--- src/rtl/nibble_serial_adder_ctrl_pkg.sv ---
// Shared definitions for the nibble-serial adder controller: FSM encoding
// and the width of one adder step.
package nibble_serial_adder_ctrl_pkg;

  typedef enum logic [1:0] {
    S_IDLE = 2'd0,
    S_RUN  = 2'd1,
    S_DONE = 2'd2
  } state_t;

  localparam int NIB_W = 4;

endpackage

--- src/rtl/nibble_serial_adder_ctrl_rca.sv ---
// Shared 4-bit ripple-carry adder cell, built as a chain of full adders.
module rca_using_full_adder
  import nibble_serial_adder_ctrl_pkg::*;
(
  input  logic [NIB_W-1:0] a,
  input  logic [NIB_W-1:0] b,
  input  logic             cin,
  output logic [NIB_W-1:0] sum,
  output logic             cout
);

  logic [NIB_W:0] c;

  assign c[0] = cin;

  for (genvar i = 0; i < NIB_W; i++) begin : g_fa
    assign sum[i]   = a[i] ^ b[i] ^ c[i];
    assign c[i + 1] = (a[i] & b[i]) | (c[i] & (a[i] ^ b[i]));
  end

  assign cout = c[NIB_W];

endmodule

--- src/rtl/nibble_serial_adder_ctrl.sv ---
// WIDTH-bit adder that reuses one 4-bit ripple-carry cell over WIDTH/4 cycles,
// least-significant nibble first, with a registered carry between steps.
module nibble_serial_adder_ctrl
  import nibble_serial_adder_ctrl_pkg::*;
#(
  parameter int WIDTH = 16
) (
  input  logic             clk,
  input  logic             rst,
  input  logic             start,
  input  logic [WIDTH-1:0] a,
  input  logic [WIDTH-1:0] b,
  input  logic             cin,
  output logic             ready,
  output logic             busy,
  output logic             done,
  output logic [WIDTH-1:0] sum,
  output logic             cout
);

  localparam int NIB   = WIDTH / NIB_W;
  localparam int IDX_W = (NIB > 1) ? $clog2(NIB) : 1;

  if ((WIDTH % NIB_W) != 0 || WIDTH < 8) begin : g_bad_width
    $error("WIDTH must be a multiple of 4 and at least 8");
  end

  state_t           state, state_nxt;
  logic [WIDTH-1:0] a_reg, b_reg;
  logic             carry_reg;
  logic [IDX_W-1:0] idx;
  logic [NIB_W-1:0] nib_a, nib_b, nib_sum;
  logic             nib_cout;
  logic             accept, last;

  assign accept = start && ready;
  assign last   = (idx == IDX_W'(NIB - 1));
  assign nib_a  = a_reg[int'(idx) * NIB_W +: NIB_W];
  assign nib_b  = b_reg[int'(idx) * NIB_W +: NIB_W];

  rca_using_full_adder u_rca (
    .a    (nib_a),
    .b    (nib_b),
    .cin  (carry_reg),
    .sum  (nib_sum),
    .cout (nib_cout)
  );

  always_ff @(posedge clk or posedge rst) begin
    if (rst) state <= S_IDLE;
    else     state <= state_nxt;
  end

  always_comb begin
    state_nxt = state;
    case (state)
      S_IDLE:  if (start) state_nxt = S_RUN;
      S_RUN:   if (last) state_nxt = S_DONE;
      S_DONE:  state_nxt = start ? S_RUN : S_IDLE;
      default: state_nxt = S_IDLE;
    endcase
  end

  always_comb begin
    ready = 1'b0;
    busy  = 1'b0;
    done  = 1'b0;
    case (state)
      S_IDLE: ready = 1'b1;
      S_RUN:  busy  = 1'b1;
      S_DONE: begin
        ready = 1'b1;
        done  = 1'b1;
      end
      default: ready = 1'b0;
    endcase
  end

  // Accept only happens from IDLE/DONE, so it never collides with a RUN step.
  always_ff @(posedge clk or posedge rst) begin
    if (rst) begin
      a_reg     <= '0;
      b_reg     <= '0;
      carry_reg <= 1'b0;
      idx       <= '0;
      sum       <= '0;
      cout      <= 1'b0;
    end else if (accept) begin
      a_reg     <= a;
      b_reg     <= b;
      carry_reg <= cin;
      idx       <= '0;
      sum       <= '0;
    end else if (state == S_RUN) begin
      sum[int'(idx) * NIB_W +: NIB_W] <= nib_sum;
      carry_reg <= nib_cout;
      if (last) cout <= nib_cout;
      else      idx  <= idx + 1'b1;
    end
  end

endmodule

--- config.mk ---
export PLATFORM = sky130hd
export DESIGN_NAME = nibble_serial_adder_ctrl
export DESIGN_NICKNAME = d
export VERILOG_FILES = /design/src/rtl/nibble_serial_adder_ctrl_pkg.sv /design/src/rtl/nibble_serial_adder_ctrl_rca.sv /design/src/rtl/nibble_serial_adder_ctrl.sv
export SDC_FILE = /design/constraint.sdc
export NUM_CORES = 1
export LEC_CHECK = 0
export CAP_MARGIN = 15
export CORE_MARGIN = 1.5
export CORE_UTILIZATION = 50
export DETAILED_ROUTE_END_ITERATION = 12
export PLACE_DENSITY = 0.79
export SYNTH_ARGS = -nofsm -noshare
export SYNTH_HDL_FRONTEND = slang
export SYNTH_SLANG_ARGS = --single-unit
--- constraint.sdc ---
create_clock -name clk -period 3.9 [get_ports clk]
set_input_delay 0.78 -clock clk [delete_from_list [all_inputs] [get_ports clk]]
set_output_delay 0.78 -clock clk [all_outputs]
set_load 0.01 [all_outputs]
==> summary.txt, run 1 <==
STA
  • Fin crit share: 75.42%
  • Setup tns final: 0 ps
  • Hold Vio Cnt, Final: 0
  • Setup violators final: 0
  • Max_slew headroom: 46.49%
  • Worst Clk Skew: 9.556 ps
  • Hold slack: 476.7 ps
  • Fmax: 0.3400 GHz
  • Worst Tran Pin Value: 802.7 ps
  • Final critical-path required period: 2942 ps
  • Slack of the critical path: 958.5 ps
  • Final Max Slew Viols: 0
  • RSZ-0062 raised after global routing: false

Detailed routing
  • Post-route DRC: 0
  • DR vias/cell: 5.166
  • Drt first-iter violations: 111
  • Drt wl/cell: 13.71 µm
  • DRT antenna net count: 0
  • Via count: 1901
  • Routed Wire Length: 5.047 mm
  • Initial DRT Pass Iterations: 4

Synth
  • Yosys warns: 0
  • Syn Nets: 290
  • Area fraction of the dominant cell type after synthesis: 54.27%
  • Avg Cell Area, Syn: 10.12 µm²
  • Syn Inst Count: 246
  • Sequential area share after synthesis: 54.27%
  • Synth Register Bits: 54
  • Most area-hungry cell type in the Yosys netlist: dfrtp_1
  • Cell variety after synth: 34
  • Ranking of synthesized cells by area: dfrtp_1 (54%), nand2_1 (16%), mux4_2 (7.2%)
  • Mapped Area: 0.002490 mm²

Final layout
  • Area Growth Syn to Fin: 28.29%
  • Area occupied by multi-input gates: 0.001041 mm²
  • Util after Layout: 67.18%
  • Fillers: 383
  • Most frequent cells in the layout: nand2_1 (104), clkdlybuf4s50_1 (55), dfrtp_1 (54), inv_1 (12), mux4_2 (8)
  • Commonest non-fill, non-tap cell in the layout: nand2_1
  • Layout cells sized above 1: 7.641%
  • Reg area: 0.001351 mm²
  • Nets@finish: 345
  • Diode count: 0

Min path
  • Hold WC Path Type: flip-flop to flip-flop
  • HP Start: b_reg[14]

Placed design
  • Gpl congestion: 0.8044
  • Pre-CTS setup slack: 956.0 ps
  • Buffers added on ports: 55
  • Dpl hpwl: 3.724 mm

Die
  • Die area: 0.005412 mm²
  • Site Rows: 25
  • Initial Util: 52.37%
  • I/O pin count: 56
  • Placeable Area: 0.004755 mm²
  • Chip Height: 73.57 µm
  • Chip width: 73.57 µm

Power
  • P_leak: 1.515 nW
  • Total power: 2.511 mW
  • PD cells: 786.1 mW/mm²
  • Maximum vdd drop: 0.4174 mV

Worst setup path
  • Crit path to: sum[7]
  • CP max stage delay: 560 ps
  • Critical Path, Cell by Cell: mux4_2 -> inv_1 -> fa_1 -> inv_1 -> fa_1 -> inv_1 -> fa_1 -> inv_1 -> fa_1 -> nand4_1 -> a21oi_1
  • Crit end category: flip-flop
  • Critical-path maximum fanout: 7
  • Critical Path RT: 4140 ps
  • Worst Setup SP: idx[0]
  • Flop2flop setup slack: 960 ps
  • Reg2reg path depth: 11
  • Slowest stage cell, crit path: dfrtp_1
  • Critical path startpoint category: flip-flop
  • WS Path Type: flip-flop to flip-flop
  • WP data arrival: 3180 ps
  • CP Depth: 11
  • Worst r2r src: idx[0]
  • RR Endpoint: sum[7]
  • Crit-path leading delay family: adder cells
  • WP buf/inv: 4

Clock tree
  • Root buffer cell: clkbuf_8
  • CTS Buffer Depth: 2
  • # clock sinks: 54
  • Clock buffer count from CTS: 5
  • H-tree levels: 2
  • Cts repair resizes: 0
  • Hold_buf cts: 0
  • Post-CTS Setup Bufs: 0
  • Clock Pin Slew Worst Setup and Hold Paths: 90 ps
  • Clk_lat worst skew: 310 ps
  • CTS tree: done

Global routing
  • GRT Total Usage: 21.67%
  • Aggregate global routing overflow: 0
  • First-pass GRT wire length: 8.804 mm
  • Largest net degree at the start of global routing: 55
  • Vias in the first global route: 1875
  • Number of antenna violations at the first check in global routing: 0

Job
  • Max-cap violations: 0

Outcome
  • Status: finished, final reports clean
-- worst min path at each step --
| stage | to | slack (ps) | cells past startpoint |
|---|---|---|---|
| after floorplan | a_reg[10] | 440 | 2 |
| after global placement | b_reg[14] | 460 | 2 |
| after detailed placement | b_reg[14] | 460 | 2 |
| after CTS | b_reg[14] | 480 | 2 |
| after global routing | sum[14] | 510 | 1 |
| final | b_reg[14] | 480 | 2 |
-- synth_stat cells --
| cell type | number |
|---|---|
| o21ai_0 | 2 |
| nor2b_1 | 1 |
| a31oi_1 | 1 |
| nand2b_2 | 1 |
| nor2_1 | 3 |
| and2b_1 | 1 |
| o21ai_1 | 2 |
| ha_1 | 4 |
| nand2_1 | 104 |
| nand4b_1 | 2 |
| fa_1 | 4 |
| or4_4 | 1 |
| nand3b_1 | 3 |
| o2bb2ai_1 | 4 |
| and2_1 | 1 |
| clkbuf_1 | 5 |
| and3_1 | 1 |
| a32o_1 | 2 |
| mux4_2 | 8 |
| buf_2 | 5 |
| a21oi_1 | 7 |
| and4bb_2 | 1 |
| nand4_1 | 2 |
| mux2_2 | 1 |
| nor3b_1 | 1 |
| inv_1 | 13 |
| a22o_1 | 4 |
| and3b_1 | 1 |
| dfrtp_1 | 54 |
| nand3_1 | 3 |
| xnor2_1 | 1 |
| nand2b_1 | 1 |
| nor4_1 | 1 |
| buf_4 | 1 |
-- report_power, final --
group | internal, mW | switching, mW
sequential | 0.790 | 0.173
combinational | 0.594 | 0.660
clock | 0.124 | 0.169
total | 1.51 | 1.00
-- layer usage --
layer  vias to the layer above  part of all wire, %  wire [µm]  global-route usage [%]
li1                        913                    -          -                       -
met1                       895                   45       2260                   29.73
met2                        79                   48       2421                   34.43
met3                        14                  5.5        277                   5.350
met4                         0                  1.7         87                   6.379
met5                         -                    0          0                       0
-- logic make-up (layout without fill, tap and decap cells) --
kind of cell	Yosys count	after routing	synth area share, %
flops	54	54	54.27
compound gates	22	22	6.080
xor+xnor	1	1	0.3518
buf+inv	24	79	4.020
fa+ha+maj	8	8	5.226
mux	9	9	7.688
simple gates	128	128	22.36
-- worst reg2reg max path, stage by stage (launching register included) --
cell     delay [ps]
dfrtp_1         560
mux4_2          560
inv_1            80
fa_1            160
inv_1            50
fa_1            350
inv_1            80
fa_1            160
inv_1            50
fa_1            550
nand4_1         110
a21oi_1         160
-- cell type report --
type | instances | share of cell area [%]
Multi-Input combinational cell | 168 | 32.59
Clock buffer | 7 | 2.389
Tap cell | 67 | 2.624
Timing Repair Buffer | 59 | 18.57
Inverter | 13 | 1.528
Sequential cell | 54 | 42.30
-- metrics by stage --
| stage | std cells | cell area, µm² |
|---|---|---|
| floorplan | 246 | 2490 |
| CTS | 367 | 3174 |
| detailed placement | 360 | 3098 |
| finish | 368 | 3194 |
| global placement | 360 | 3098 |
| global route | 368 | 3194 |
Power figures use the tool's default switching activity.
==> inputs of run 2 (changes only) <==
CORE_UTILIZATION = 45   (was 50)
PLACE_DENSITY = 0.76   (was 0.79)
clock period = 2.6 ns   (was 3.9 ns; I/O delays follow)
==> summary.txt, run 2 (synthesized netlist as in run 1, its figures left out) <==
Outcome
  • Status: finished, violations left
  • Failing checks: setup timing

Clock tree
  • Root buffer cell: clkbuf_8
  • # clock sinks: 54 (unchanged)
  • CTS tree: done
  • H-tree levels: 2 (unchanged)
  • Clk_lat worst skew: 300 ps (about the same)
  • Clock buffer count from CTS: 5 (unchanged)
  • Clock Pin Slew Worst Setup and Hold Paths: 90 ps (about the same)
  • Hold_buf cts: 0 (unchanged)
  • CTS Buffer Depth: 2 (unchanged)

Final layout
  • Reg area: 0.001353 mm² (about the same)
  • Nets@finish: 353 (+2.3%)
  • Fin cells: 380 (+3.3%)
  • Area occupied by multi-input gates: 0.001059 mm² (+1.7%)
  • Most frequent cells in the layout: nand2_1 (104), clkdlybuf4s50_1 (55), dfrtp_1 (53), buf_4 (11), mux4_2 (8)
  • Commonest non-fill, non-tap cell in the layout: nand2_1
  • Util after Layout: 63.03% (-4.2 points)
  • Layout cells sized above 1: 13.55% (+5.9 points)
  • Fillers: 445 (+16%)
  • Diode count: 0 (unchanged)
  • Design area: 0.003281 mm² (+2.7%)
  • Area Growth Syn to Fin: 31.76%

Die
  • Chip Height: 77.39 µm (+5.2%)
  • Placeable Area: 0.005205 mm² (+9.5%)
  • Die area: 0.005988 mm² (+11%)
  • Site Rows: 26 (+4.0%)
  • Initial Util: 47.84% (-4.5 points)
  • Chip width: 77.39 µm (+5.2%)
  • I/O pin count: 56 (unchanged)

Global routing
  • Number of antenna violations at the first check in global routing: 0 (unchanged)
  • GRT Total Usage: 19.69% (-2.0 points)
  • Aggregate global routing overflow: 0 (unchanged)
  • Largest net degree at the start of global routing: 43 (-22%)
  • Vias in the first global route: 1975 (+5.3%)
  • First-pass GRT wire length: 9.266 mm (+5.2%)

STA
  • Worst Tran Pin Value: 487.4 ps (-315.3 ps)
  • Max_slew headroom: 67.51% (+21 points)
  • Worst Clk Skew: 3.753 ps (-5.803 ps)
  • Setup violators final: 4 (+4)
  • Slack of the critical path: -214.3 ps (-1173 ps)
  • Fin crit share: 108.2% (+33 points)
  • Final critical-path required period: 2814 ps (-127.2 ps)
  • Fmax: 0.3553 GHz (+4.5%)
  • RSZ-0062 raised after global routing: true
  • Final Max Slew Viols: 0 (unchanged)
  • Hold Vio Cnt, Final: 0 (unchanged)

Worst setup path
  • Worst r2r src: idx[0]
  • Crit end category: flip-flop
  • RR Endpoint: sum[11]
  • Critical-path maximum fanout: 4 (-3)
  • Critical path startpoint category: flip-flop
  • Critical Path RT: 2800 ps (-1340 ps)
  • Critical Path, Cell by Cell: mux4_2 -> inv_2 -> fa_2 -> inv_2 -> fa_2 -> inv_2 -> fa_2 -> inv_2 -> fa_2 -> buf_4 -> a32o_1
  • CP max stage delay: 470 ps (-90 ps)
  • WP data arrival: 3010 ps (-170 ps)
  • Reg2reg path depth: 11 (unchanged)
  • Flop2flop setup slack: -210 ps (-1170 ps)
  • WS Path Type: flip-flop to flip-flop
  • Slowest stage cell, crit path: fa_2

Detailed routing
  • Via count: 1919 (+0.95%)
  • DR vias/cell: 5.050 (-2.2%)
  • Routed Wire Length: 5.403 mm (+7.1%)
  • DRT antenna net count: 0 (unchanged)
  • Post-route DRC: 0 (unchanged)
  • Drt wl/cell: 14.22 µm (+3.7%)
  • Drt first-iter violations: 76 (-32%)
  • Initial DRT Pass Iterations: 4 (unchanged)

Power
  • Power share of the clock group: 10.7% (-1.0 points)
  • Pint: 2.542 mW (+69%)
  • Sw frac: 39.14% (-0.78 points)
  • Gate power share: 55.6% (+5.6 points)
  • NetSw: 1.635 mW (+63%)
  • PD cells: 1273 mW/mm² (+62%)
  • Total power: 4.177 mW (+66%)
  • Maximum vdd drop: 0.5739 mV (+38%)
  • P_leak: 1.549 nW (+2.2%)
  • Flop pwr share: 33.7% (-4.7 points)

Placed design
  • Gpl congestion: 0.7952 (-1.1%)
  • Buffers added on ports: 55 (unchanged)
  • Placed inst area: 0.003166 mm² (+2.2%)
  • Dpl hpwl: 4.014 mm (+7.8%)
  • Placed Cells: 369 (+2.5%)
  • Pre-CTS setup slack: -205.8 ps (-1162 ps)

Min path
  • Hold WC Path Type: input port to async pin

Job
  • Max-cap violations: 0 (unchanged)
run 2: layout make-up:
type	instances	area share, %
sequential	54	41.23
multi-input combinational	168	32.27
timing repair buffer	67	19.91
tap	70	2.670
clock buffer	8	2.441
inverter	13	1.487
run 2: worst max-delay path by stage:
stage	endpoint	slack, ps	start
finish	sum[11]	-210	idx[0]
global route	sum[11]	-280	idx[0]
CTS	sum[7]	-160	idx[0]
detailed placement	sum[11]	-210	idx[0]
global placement	sum[11]	-80	idx[0]
floorplan	sum[11]	-170	idx[0]
run 2: power groups by stage:
stage | clock network (mW) | registers [mW] | logic, mW
3_3_place_gp | 0 | 1.41 | 2.00
5_1_grt | 0.485 | 1.45 | 2.52
4_1_cts | 0.452 | 1.41 | 2.12
3_5_place_dp | 0 | 1.42 | 2.06
2_1_floorplan | 0 | 1.39 | 1.32
6_report | 0.446 | 1.41 | 2.32
run 2: critical path: cells and delay by family, from the launching register on:
family,cells,cell delay (ps)
adders and majority gates,4,1350
DFF,1,450
buffers and inverters,5,380
muxes,1,350
AOI/OAI and AO/OA,1,200
run 2: per-layer routing:
layer	share of wire (%)	wire length [µm]	track usage, %	vias to the layer above
met1	46	2472	27.04	922
met3	3.9	212	2.941	7
met2	49	2631	32.54	54
met4	1.6	86	6.000	0
met5	0	0	0	-
li1	-	-	-	936
run 2: timing repair:
action | CTS | global route
gates resized for setup | 7 | 1
setup endpoints to repair | 5 | 7
setup buffers | 0 | 3
pin swaps | 2 | 4
run 2: through the flow:
stage                     hold WS (ps)  TNS [ps]
final                            474.1    -483.3
after global routing             502.7    -977.4
after CTS                        476.0    -425.2
after detailed placement         460.1    -777.3
after global placement           453.5    -264.7
after floorplan                  440.3    -727.4
